===== config.mk =====
export PLATFORM = sky130hd
export DESIGN_NAME = rf_write_arbiter_flat
export DESIGN_NICKNAME = d
export VERILOG_FILES = /design/src/rtl/rf_write_arbiter_if.sv /design/src/rtl/rf_write_arbiter.sv /design/src/flat_wrapper.sv
export SDC_FILE = /design/constraint.sdc
export NUM_CORES = 1
export LEC_CHECK = 0
export CORE_MARGIN = 4
export CORE_UTILIZATION = 42
export CTS_CLUSTER_DIAMETER = 120
export DETAILED_ROUTE_END_ITERATION = 8
export HOLD_SLACK_MARGIN = 0.08
export PLACE_DENSITY = 0.95
export SLEW_MARGIN = 20
export SYNTH_ARGS = -nofsm -noshare
export SYNTH_HDL_FRONTEND = slang
export SYNTH_SLANG_ARGS = --single-unit
export TNS_END_PERCENT = 100

===== constraint.sdc =====
create_clock -name clk -period 3.57 [get_ports clk]
set_clock_uncertainty 0.1 [all_clocks]
set_input_delay 0.357 -clock clk [delete_from_list [all_inputs] [get_ports clk]]
set_output_delay 0.357 -clock clk [all_outputs]
set_load 0.005 [all_outputs]

===== src/rtl/rf_write_arbiter_if.sv =====
// Write-request bundle between two requesters, the arbiter and the register-file write port.
interface rf_write_arbiter_if #(
  parameter int unsigned WIDTH = 32
);
  logic             req0_valid;
  logic [4:0]       req0_addr;
  logic [WIDTH-1:0] req0_data;
  logic             req0_ready;
  logic             req1_valid;
  logic [4:0]       req1_addr;
  logic [WIDTH-1:0] req1_data;
  logic             req1_ready;
  logic             rf_we;
  logic [4:0]       rf_wa;
  logic [WIDTH-1:0] rf_wd;
  logic             init_done;

  modport slave (
    input  req0_valid, req0_addr, req0_data,
    input  req1_valid, req1_addr, req1_data,
    output req0_ready, req1_ready,
    output rf_we, rf_wa, rf_wd, init_done
  );

  modport master (
    output req0_valid, req0_addr, req0_data,
    output req1_valid, req1_addr, req1_data,
    input  req0_ready, req1_ready,
    input  rf_we, rf_wa, rf_wd, init_done
  );
endinterface


===== src/rtl/rf_write_arbiter.sv =====
// Round-robin write-port arbiter for a 32-entry register file; scrubs every entry to zero
// after reset before any request is granted.
module rf_write_arbiter #(
  parameter int unsigned WIDTH = 32
) (
  input logic               clk,
  input logic               rst,
  rf_write_arbiter_if.slave bus
);

  typedef enum logic [0:0] {StInit, StArb} state_e;

  state_e           state_q, state_d;
  logic [4:0]       cnt_q;
  logic             ptr_q;
  logic             we_q;
  logic [4:0]       wa_q;
  logic [WIDTH-1:0] wd_q;
  logic             ready0, ready1;

  always_ff @(posedge clk or posedge rst) begin
    if (rst) begin
      state_q <= StInit;
    end else begin
      state_q <= state_d;
    end
  end

  always_comb begin
    state_d = state_q;
    if (state_q == StInit && cnt_q == 5'd31) begin
      state_d = StArb;
    end
  end

  // Pointer only breaks ties; a lone valid requester always wins.
  always_comb begin
    ready0 = 1'b0;
    ready1 = 1'b0;
    if (state_q == StArb) begin
      ready0 = bus.req0_valid && (!bus.req1_valid || !ptr_q);
      ready1 = bus.req1_valid && (!bus.req0_valid || ptr_q);
    end
  end

  always_ff @(posedge clk or posedge rst) begin
    if (rst) begin
      cnt_q <= '0;
      ptr_q <= 1'b0;
      we_q  <= 1'b0;
      wa_q  <= '0;
      wd_q  <= '0;
    end else if (state_q == StInit) begin
      we_q  <= 1'b1;
      wa_q  <= cnt_q;
      wd_q  <= '0;
      cnt_q <= cnt_q + 5'd1;
    end else if (ready0) begin
      we_q  <= (bus.req0_addr != 5'd0);
      wa_q  <= bus.req0_addr;
      wd_q  <= bus.req0_data;
      ptr_q <= 1'b1;
    end else if (ready1) begin
      we_q  <= (bus.req1_addr != 5'd0);
      wa_q  <= bus.req1_addr;
      wd_q  <= bus.req1_data;
      ptr_q <= 1'b0;
    end else begin
      we_q <= 1'b0;
    end
  end

  assign bus.req0_ready = ready0;
  assign bus.req1_ready = ready1;
  assign bus.rf_we      = we_q;
  assign bus.rf_wa      = wa_q;
  assign bus.rf_wd      = wd_q;
  assign bus.init_done  = (state_q == StArb);

endmodule


===== src/flat_wrapper.sv =====
// flat-port wrapper written by rule: the top's interface ports become plain ports
module rf_write_arbiter_flat 
#(
  parameter int unsigned WIDTH = 32
)
  (clk, rst, bus_req0_valid, bus_req0_addr, bus_req0_data, bus_req1_valid, bus_req1_addr, bus_req1_data, bus_req0_ready, bus_req1_ready, bus_rf_we, bus_rf_wa, bus_rf_wd, bus_init_done);
  rf_write_arbiter_if #(.WIDTH(WIDTH)) bus_i ();
  input logic clk;
  input logic rst;
  input wire logic [$bits(bus_i.req0_valid)-1:0] bus_req0_valid;
  input wire logic [$bits(bus_i.req0_addr)-1:0] bus_req0_addr;
  input wire logic [$bits(bus_i.req0_data)-1:0] bus_req0_data;
  input wire logic [$bits(bus_i.req1_valid)-1:0] bus_req1_valid;
  input wire logic [$bits(bus_i.req1_addr)-1:0] bus_req1_addr;
  input wire logic [$bits(bus_i.req1_data)-1:0] bus_req1_data;
  output wire logic [$bits(bus_i.req0_ready)-1:0] bus_req0_ready;
  output wire logic [$bits(bus_i.req1_ready)-1:0] bus_req1_ready;
  output wire logic [$bits(bus_i.rf_we)-1:0] bus_rf_we;
  output wire logic [$bits(bus_i.rf_wa)-1:0] bus_rf_wa;
  output wire logic [$bits(bus_i.rf_wd)-1:0] bus_rf_wd;
  output wire logic [$bits(bus_i.init_done)-1:0] bus_init_done;
  assign bus_i.req0_valid = bus_req0_valid;
  assign bus_i.req0_addr = bus_req0_addr;
  assign bus_i.req0_data = bus_req0_data;
  assign bus_i.req1_valid = bus_req1_valid;
  assign bus_i.req1_addr = bus_req1_addr;
  assign bus_i.req1_data = bus_req1_data;
  assign bus_req0_ready = bus_i.req0_ready;
  assign bus_req1_ready = bus_i.req1_ready;
  assign bus_rf_we = bus_i.rf_we;
  assign bus_rf_wa = bus_i.rf_wa;
  assign bus_rf_wd = bus_i.rf_wd;
  assign bus_init_done = bus_i.init_done;
  rf_write_arbiter #(.WIDTH(WIDTH)) u_core (.clk(clk), .rst(rst), .bus(bus_i));
endmodule

# Yosys cells after proc, flatten, opt, wreduce, memory -nomap -nowiden
# Cells that the tools add are included.
# word_totals
reg_bits,45
inputBits,78
out_inout_bits,41
# classes
add_sub_neg,1
eq_ne,2
n_mux,13
bitwise_logic,1
n_reduce_logical,12
# ops
cell,count
$mux W32,3
$mux W5,3
$reduce_bool A5 Y1,2
$mux W1,7
$add A5 B1 Y5 const B,1
$eq A5 B5 Y1 const B,1
$logic_and A1 B1 Y1,3
$logic_not A1 Y1,3
$ne A3 B3 Y1 const B,1
$logic_or A1 B1 Y1,2
$reduce_and A2 Y1,1
$reduce_bool A2 Y1,1
$not A1 Y1,1

# Logic depth before layout (Yosys ltp)
# Gate-level depths: netlist (run 1).
# depth
word_depth,7
mapped_depth,6

# Least setup slack after synthesis (run 1)
# OpenSTA, ideal clock, no wires.
# synth_path
path_kind,input-to-output
start,in bus_req0_valid
end,out bus_req0_ready
t_arrival_ps,1165
t_required_ps,3113
slack_ps,1948
stages,5
cell_sequence,buf_6 a21bo_4 buf_6 nor2_2 buf_2
# synth_between
elab_chain_len,2
# synth_rtl
element,line,source
"start, declared",flat_wrapper.sv:10,input wire logic [$bits(bus_i.req0_valid)-1:0] bus_req0_valid;
$logic_and A1 B1 Y1,rf_write_arbiter.sv:41,ready0 = bus.req0_valid && (!bus.req1_valid || !ptr_q);
$mux W1,rf_write_arbiter.sv:40,if (state_q == StArb) begin
"end, declared",flat_wrapper.sv:16,output wire logic [$bits(bus_i.req0_ready)-1:0] bus_req0_ready;
# No other way between the ends.

# Final worst setup path (run 1)
# layout_path
start,in bus_req1_valid
end,out bus_req0_ready
# layout_between
elab_chain_len,4
# layout_rtl
element,line,source
"start, declared",flat_wrapper.sv:13,input wire logic [$bits(bus_i.req1_valid)-1:0] bus_req1_valid;
$logic_not A1 Y1,rf_write_arbiter.sv:41,
$logic_or A1 B1 Y1,rf_write_arbiter.sv:41,
$logic_and A1 B1 Y1,rf_write_arbiter.sv:41,
$mux W1,rf_write_arbiter.sv:40,
# No other way between the ends.

==> impl_metrics.yaml, run 1 <==
run_status:
  status: "complete, no violations"
timing:
  rsz0062_at_grt: "false"
  relSlewSlack_pct: 37.6
  timing.final.crit_share_pct: 74.2
  hold_viol_final: 0
  setup_viol: 0
  tns_ns: 0
  slew_viol_final: 0
  fmax_mhz: 378
  tightest_slew_ns: 0.935
  layout_min_cycle_time_ns: 2.65
clock_tree:
  htree_levels: 2
  ctsResizeCount: 0
  cts_tree: "built"
  cts-buffers-inserted: 5
  clk_pin_slew_worst_paths_ns: 0.08
  ctsHoldBuffers: 0
  cts.path.max_buffers: 2
  clkLatencyLatePin_ns: 0.28
  cts-root-buf: "clkbuf_8"
  clock-sinks: 45
  postCtsSetupBuffers: 0
place:
  dp_hpwl_um: 4960
  routabilityCongestion: 0.837
  io_buffers: 118
job:
  cap_violations: 0
routing:
  totalWireLength_um: 6790
  drt-pass1-iter-count: 4
  routedWlPerCell_um: 18.8
  vias_per_cell: 5.71
  drt_first_iter_violations: 91
  via_count: 2060
  drtAntennaViolNets: 0
  drc: 0
floorplan:
  design.portCount: 119
  die_h_um: 80.4
  core_area_sq_um: 5110
  die_area_sq_um: 6460
  dieWidth_um: 80.4
  rows: 26
  start_util_pct: 43.1
yosys:
  synthesis.area_sq_um: 2200
  syn_inst: 182
  yosysWarningCount: 0
  synth-seq-cells: 45
  synth_cell_types: 34
  seq_area_frac_synth_pct: 51.2
  syn-num-nets: 262
  syn_area_per_cell_sq_um: 12.1
worst_setup_path:
  path_buf_inv: 2
  path_common_cell: "clkdlybuf4s50_1"
  crit_path_cell_trace: "clkdlybuf4s50_1 -> a21bo_4 -> nor2_2 -> clkdlybuf4s50_1"
  worstPathRequired_ns: 3.11
  worst_r2r_path_depth: 4
  cp_num_cells: 4
  path_max_fanout: 39
  cpPeakStageDelay_ns: 0.83
  crit_type: "in -> out"
  rr_endpoint: "u_core.bus.rf_wd[10]"
  cp_top_family: "buffers and inverters"
  cp_slowest_cell: "clkdlybuf4s50_1"
  critPathLaunch: "bus_req1_valid"
  end_kind: "primary output"
  reg2reg_from: "u_core.bus.init_done"
  rrSetupSlack_ns: 1.17
  start_kind: "primary input"
  endpoint: "bus_req0_ready"
  arrival_ns: 2.19
grt:
  grt_max_degree: 46
  antenna_found_initial: 0
  grt_overflow: 0
  grt_pass1_wl_um: 10400
  track_usage_pct: 20.8
  grt_pass1_vias: 2095
power_and_ir_drop:
  power_density_nw_per_um2: 370
  ir_worst_vdd_uv: 230
  p_leak_uw: 0.00142
final_layout:
  drive_gt1_share_pct: 6.87
  fin_util_pct: 68.4
  mostFrequentLayoutCell: "clkdlybuf4s50_1"
  nets: 370
  diodes: 0
  layout_common_cells: "clkdlybuf4s50_1, dfrtp_1, a221o_1"
  area_growth_pct: 58.8
hold_path:
  hold_class: "reg -> reg"
## report_power, final
| part | switching, uW | total, uW | internal, uW |
|---|---|---|---|
| Sequential | 35.9 | 601 | 565 |
| Combinational | 117 | 349 | 232 |
| Clock | 167 | 342 | 175 |
| Total | 320 | 1290 | 972 |
## registers in the layout (all words and copies together) (netlist names)
register and flops:
u_core.bus.rf_we 1, u_core.bus.init_done 1, u_core.bus.rf_wa 5, u_core.ptr_q 1
u_core.bus.rf_wd 32, u_core.cnt_q 5
## per-stage QoR
| stage | power (uW) | instance area [sq um] | std cells | setup slack (ns) | hold WS (ns) |
|---|---|---|---|---|---|
| after floorplan | 731 | 2200 | 182 | 1.95 | 0.360 |
| after global placement | 947 | 3390 | 353 | 0.985 | 0.382 |
| after detailed placement | 963 | 3390 | 353 | 0.926 | 0.401 |
| after CTS | 1310 | 3490 | 361 | 0.932 | 0.413 |
| after global routing | 1360 | 3490 | 361 | 0.807 | 0.433 |
| final | 1290 | 3490 | 361 | 0.921 | 0.409 |
## cell type report
cell class	count	area (sq um)
flip-flops and latches	45	1130
repair buffers	121	1200
clock buffers	7	96.3
inverters	3	11.3
multi-input cells	114	965
fillers	385	1610
clock inverters	1	5.00
well taps	70	87.6
## worst min-delay path by stage
stage,startpoint,end,slack (ns),cells after the start
floorplan,u_core.cnt_q[3],u_core.cnt_q[3],0.36,1
global placement,u_core.cnt_q[3],u_core.cnt_q[3],0.38,1
detailed placement,u_core.bus.rf_wd[23],u_core.bus.rf_wd[23],0.40,1
CTS,u_core.cnt_q[3],u_core.cnt_q[3],0.41,1
global route,u_core.bus.rf_wd[23],u_core.bus.rf_wd[23],0.43,1
finish,u_core.cnt_q[3],u_core.cnt_q[3],0.41,1
## cells by family after synthesis
kind of cell,after synthesis,share of synthesized area (%)
buffers and inverters,23,5.29
AOI/OAI and AO/OA,47,20.0
xor gates and xnor gates,3,1.19
and+or+nand+nor,59,19.7
DFF,45,51.2
muxes,3,1.48
adders and majority gates,2,1.14
## per-layer routing
metal | up-vias | track usage [%] | part of all wire [%]
met5 | - | 0 | 0
met4 | 0 | 5.74 | 1.4
met2 | 83 | 35.4 | 50
met1 | 1004 | 26.2 | 43
li1 | 963 | - | -
met3 | 10 | 4.93 | 6.3
## synth_stat cells (all sizes together)
master	count	area (sq um)
a211oi	4	30.0
a21bo	1	16.3
a21oi	1	5.00
a221o	32	320
a311oi	1	8.76
a31oi	1	6.26
and3	1	6.26
and4	32	283
buf	9	63.8
clkbuf	11	41.3
dfrtp	45	1130
ha	2	25.0
inv	3	11.3
mux2	2	22.5
mux2i	1	10.0
nand2	1	3.75
nand2b	4	25.0
nand4	1	6.26
nand4b	1	8.76
nor2	8	32.5
nor2b	1	6.26
nor3	6	35.0
o21ai	2	10.0
o221ai	1	8.76
o32ai	4	35.0
or2	2	12.5
or4	2	15.0
xnor2	3	26.3
## worst register-to-register path: cells and delay by family, from the launching register on
| family | cells | cell delay [ns] |
|---|---|---|
| AO/OA/AOI/OAI | 1 | 0.20 |
| flip-flops | 1 | 0.83 |
| AND/OR/NAND/NOR | 1 | 0.58 |
| buffers and inverters | 2 | 0.62 |
(Power assumes the default switching activity.)
==> inputs of run 2 (changes only) <==
--- a/config.mk
+++ b/config.mk
@@ -6,11 +6,11 @@
 export NUM_CORES = 1
 export LEC_CHECK = 0
 export CORE_MARGIN = 4
-export CORE_UTILIZATION = 42
+export CORE_UTILIZATION = 39
 export CTS_CLUSTER_DIAMETER = 120
 export DETAILED_ROUTE_END_ITERATION = 8
 export HOLD_SLACK_MARGIN = 0.08
-export PLACE_DENSITY = 0.95
+export PLACE_DENSITY = 0.91
 export SLEW_MARGIN = 20
 export SYNTH_ARGS = -nofsm -noshare
 export SYNTH_HDL_FRONTEND = slang
==> constraint.sdc (replaced) <==
create_clock -name clk -period 2.6 [get_ports clk]
set_clock_uncertainty 0.1 [all_clocks]
set_input_delay 0.26 -clock clk [delete_from_list [all_inputs] [get_ports clk]]
set_output_delay 0.26 -clock clk [all_outputs]
set_load 0.005 [all_outputs]
==> run 2 against run 1 <==
Sequential share of layout area fell by 0.37 points. Register-to-register slack worse by 0.25 ns. Hold slack got worse by 0.17 ns. First-iteration DRC count is 6.6% higher. Die area increased by 6.9%. Count of clock-buffer cells in the layout decreased by 2. Via count about the same. Critical path depth unchanged.
==> impl_metrics.yaml, run 2 (synthesis results as in run 1) <==
floorplan:
  design.portCount: 119
  start_util_pct: 40.0
  die_area_sq_um: 6910
  die_h_um: 83.1
  rows: 27
  core_area_sq_um: 5510
  dieWidth_um: 83.1
timing:
  relSlewSlack_pct: 43.2
  tightest_slew_ns: 0.852
  whs_ns: 0.237
  hold_viol_final: 0
  rsz0062_at_grt: "false"
  setup_slack_ns: 0.383
  fmax_mhz: 451
  slew_viol_final: 0
  timing.final.crit_share_pct: 85.3
  setup_viol: 0
  tns_ns: 0
  layout_min_cycle_time_ns: 2.22
clock_tree:
  cts-buffers-inserted: 5
  cts.path.max_buffers: 2
  clk_pin_slew_worst_paths_ns: 0.08
  clock-sinks: 45
  ctsResizeCount: 0
  cts_tree: "built"
  htree_levels: 2
  clkLatencyLatePin_ns: 0.29
  ctsHoldBuffers: 0
  cts-root-buf: "clkbuf_8"
  postCtsSetupBuffers: 0
final_layout:
  largest_reg_flops: 32
  drive_gt1_share_pct: 7.51
  diodes: 0
  nets: 373
  fin_util_pct: 64.2
  layout_common_cells: "clkdlybuf4s50_1, dfrtp_1, a221o_1"
  area_growth_pct: 60.6
  mostFrequentLayoutCell: "clkdlybuf4s50_1"
grt:
  grt_pass1_vias: 2079
  grt_pass1_wl_um: 11000
  busiest_layer: "met2"
  antenna_found_initial: 0
  met1_usage_pct: 24.6
  grt_overflow: 0
  use_met3_pct: 4.76
  gr-usage-met2_pct: 33.5
  grt_max_degree: 52
  track_usage_pct: 19.3
hold_path:
  hold_class: "in -> async"
worst_setup_path:
  path_max_fanout: 10
  path_buf_inv: 2
  worstPathRequired_ns: 2.24
  cp_slowest_cell: "clkdlybuf4s50_1"
  path_common_cell: "clkdlybuf4s50_1"
  crit_type: "in -> out"
  crit_path_cell_trace: "clkdlybuf4s50_1 -> a21bo_4 -> nor2_2 -> clkdlybuf4s50_1"
  start_kind: "primary input"
  end_kind: "primary output"
  arrival_ns: 1.86
  cp_top_family: "buffers and inverters"
  cpPeakStageDelay_ns: 0.69
routing:
  via_count: 2062
  drt-pass1-iter-count: 4
  drtAntennaViolNets: 0
  drc: 0
  vias_per_cell: 5.65
  totalWireLength_um: 6640
  drt_first_iter_violations: 97
  routedWlPerCell_um: 18.2
place:
  io_buffers: 118
  dp_hpwl_um: 4850
  pre_cts_ws_ns: 0.218
  routabilityCongestion: 0.856
power_and_ir_drop:
  power_density_nw_per_um2: 511
  p_leak_uw: 0.00144
  ir_worst_vdd_uv: 290
  power.total_uw: 1810
run_status:
  status: "complete, no violations"
job:
  cap_violations: 0
[run 2: changes by cell type in the layout (fill, tap and decap cells not counted), sizes merged]
cell / delta
clkbuf: -2
buf: +3
bufinv: +1
[run 2: final timing paths]
path | from | to | slack [ns] | cells after the start
worst max-delay path | bus_req0_valid | bus_req0_ready | 0.38 | 4
worst min-delay path | rst | u_core.bus.rf_wd[25] | 0.24 | 2
worst max register to register | u_core.bus.init_done | u_core.bus.rf_wd[28] | 0.92 | 4
worst min register to register | u_core.cnt_q[3] | u_core.cnt_q[3] | 0.41 | 1
max in group asynchronous | rst | u_core.bus.rf_wd[24] | 1.64 | 3
min in group clk | u_core.cnt_q[3] | u_core.cnt_q[3] | 0.41 | 1
[run 2: metrics by stage]
stage / instances / area, sq um
after CTS: 365 / 3530
final: 365 / 3530
after global routing: 365 / 3530
after global placement: 358 / 3430
after detailed placement: 358 / 3430
after floorplan: 182 / 2200
[run 2: area by class of cell]
type	instances	area, sq um
Multi-Input combinational cell	114	965
Clock buffer	5	68.8
Fill cell	434	1970
Inverter	3	11.3
Clock inverter	2	35.0
Tap cell	72	90.1
Timing Repair Buffer	124	1240
Sequential cell	45	1130
[run 2: where the power goes]
part	switching, uW	internal, uW
clock network	220	279
logic	162	324
registers	46.6	776
total	428	1380
[run 2: metal layers]
layer | vias up | wire length, um
met1 | 1017 | 2800
met3 | 6 | 388
met4 | 0 | 34
met2 | 73 | 3420
li1 | 966 | -
met5 | - | 0
==> inputs of run 3 (changes only) <==
--- a/config.mk
+++ b/config.mk
@@ -11,6 +11,7 @@
 export DETAILED_ROUTE_END_ITERATION = 8
 export HOLD_SLACK_MARGIN = 0.08
 export PLACE_DENSITY = 0.91
+export REMOVE_ABC_BUFFERS = 1
 export SLEW_MARGIN = 20
 export SYNTH_ARGS = -nofsm -noshare
 export SYNTH_HDL_FRONTEND = slang
==> run 3 against run 2 <==
Final cell count is 0.55% higher. Hold slack better by 0.083 ns. Power is 1.9% higher. Critical path type unchanged. Highest routed layer unchanged.
==> impl_metrics.yaml, run 3 (synthesis results as in run 1) <==
floorplan:
  die_area_sq_um: 6910
  die_h_um: 83.1
  start_util_pct: 40.0
  core_area_sq_um: 5510
  dieWidth_um: 83.1
  design.portCount: 119
  rows: 27
routing:
  totalWireLength_um: 6660
  via_count: 2093
  routedWlPerCell_um: 18.1
  drt_first_iter_violations: 109
  drtAntennaViolNets: 0
  drt-pass1-iter-count: 4
  vias_per_cell: 5.70
  drc: 0
power_and_ir_drop:
  p_leak_uw: 0.00144
  swShare_pct: 24.7
  combPwrFrac_pct: 26.3
  ir_worst_vdd_uv: 243
  p_seq_share_pct: 44.7
  p_sw_uw: 454
  clkPwrFrac_pct: 29.0
  p_int_uw: 1390
  power_density_nw_per_um2: 519
grt:
  busiest_layer: "met2"
  antenna_found_initial: 0
  grt_overflow: 0
  gr-usage-met2_pct: 32.8
  use_met3_pct: 5.16
  grt_pass1_wl_um: 10800
  track_usage_pct: 19.3
  met1_usage_pct: 24.9
  grt_pass1_vias: 2157
  grt_max_degree: 52
worst_setup_path:
  crit_type: "in -> out"
  start_kind: "primary input"
  end_kind: "primary output"
  reg2reg_from: "u_core.ptr_q"
  rrSetupSlack_ns: 0.92
  crit_path_cell_trace: "clkdlybuf4s50_1 -> buf_4 -> inv_1 -> o21ai_0 -> nor2_1 -> clkdlybuf4s50_1"
  critPathLaunch: "bus_req0_valid"
  worstPathRequired_ns: 2.24
  path_max_fanout: 7
  arrival_ns: 1.85
  cp_slowest_cell: "clkdlybuf4s50_1"
  cpPeakStageDelay_ns: 0.59
  path_common_cell: "clkdlybuf4s50_1"
job:
  cap_violations: 0
final_layout:
  diodes: 0
  area_growth_pct: 61.2
  layout_common_cells: "clkdlybuf4s50_1, dfrtp_1, a221o_1"
  largest_reg_flops: 32
  drive_gt1_share_pct: 8.14
  nets: 374
  n_fill_cell: 426
  mostFrequentLayoutCell: "clkdlybuf4s50_1"
place:
  routabilityCongestion: 0.845
  io_buffers: 118
  pre_cts_ws_ns: 0.355
  dp_hpwl_um: 4830
clock_tree:
  cts.path.max_buffers: 2
  cts-root-buf: "clkbuf_8"
  clkLatencyLatePin_ns: 0.29
  clock-sinks: 45
  ctsResizeCount: 0
  postCtsSetupBuffers: 0
  htree_levels: 2
  clk_pin_slew_worst_paths_ns: 0.09
  cts-buffers-inserted: 5
  ctsHoldBuffers: 0
  cts_tree: "built"
timing:
  relSlewSlack_pct: 46.2
  whs_ns: 0.320
  setup_slack_ns: 0.395
  rsz0062_at_grt: "false"
  tightest_slew_ns: 0.806
  setup_viol: 0
  slew_viol_final: 0
  hold_viol_final: 0
  fmax_mhz: 453
  layout_min_cycle_time_ns: 2.21
  timing.final.crit_share_pct: 84.8
run_status:
  status: "complete, no violations"
hold_path:
  hold_class: "in -> async"
-- run 3: cell count changes in the layout (fill, tap and decap cells not counted), sizes merged --
cell / previous run / this run
buf: 6 / 7
clkinvlp: 0 / 1
-- run 3: final cells by class --
type	instances	area, sq um	area share (%)
clock buffer	5	68.8	1.94
clock inverter	3	46.3	1.30
inverter	3	11.3	0.317
multi-input combinational	114	965	27.2
sequential	45	1130	31.7
tap	72	90.1	2.54
timing repair buffer	125	1240	35.0
-- run 3: metal layers --
| layer | share of wire (%) | vias to the layer above | routed length (um) |
|---|---|---|---|
| met4 | 0.47 | 0 | 31 |
| li1 | - | 971 | - |
| met2 | 49 | 95 | 3250 |
| met5 | 0 | - | 0 |
| met3 | 6.5 | 4 | 430 |
| met1 | 44 | 1023 | 2940 |
-- run 3: final timing paths --
kind / to / depth (start not counted)
worst max-delay path: bus_req1_ready / 6
min in group clk: u_core.cnt_q[3] / 1
worst min register to register: u_core.cnt_q[3] / 1
worst max register to register: u_core.bus.rf_wd[30] / 4
worst min-delay path: u_core.cnt_q[0] / 2
max in group asynchronous: u_core.bus.rf_wd[14] / 3
-- run 3: worst max-delay path, delay by kind of cell --
| kind | cells | cell delay [ns] |
|---|---|---|
| AND/OR/NAND/NOR | 1 | 0.07 |
| buffers and inverters | 4 | 1.29 |
| AO/OA/AOI/OAI | 1 | 0.23 |
-- run 3: stage by stage --
stage / TNS (ns) / cell area [sq um] / utilization (%) / instances / total power (uW)
4_1_cts: 0 / 3550 / 64.4 / 367 / 1860
5_1_grt: 0 / 3550 / 64.4 / 367 / 1930
3_3_place_gp: 0 / 3420 / 62.1 / 358 / 1310
6_report: 0 / 3550 / 64.4 / 367 / 1840
3_5_place_dp: 0 / 3430 / 62.3 / 359 / 1320
2_1_floorplan: -1.73 / 2100 / - / 162 / 986
-- run 3: power groups by stage --
stage	sequential (uW)	clock [uW]	combinational, uW
CTS	823	549	490
finish	823	535	484
floorplan	837	0	149
detailed placement	835	0	488
global route	832	580	522
global placement	835	0	474
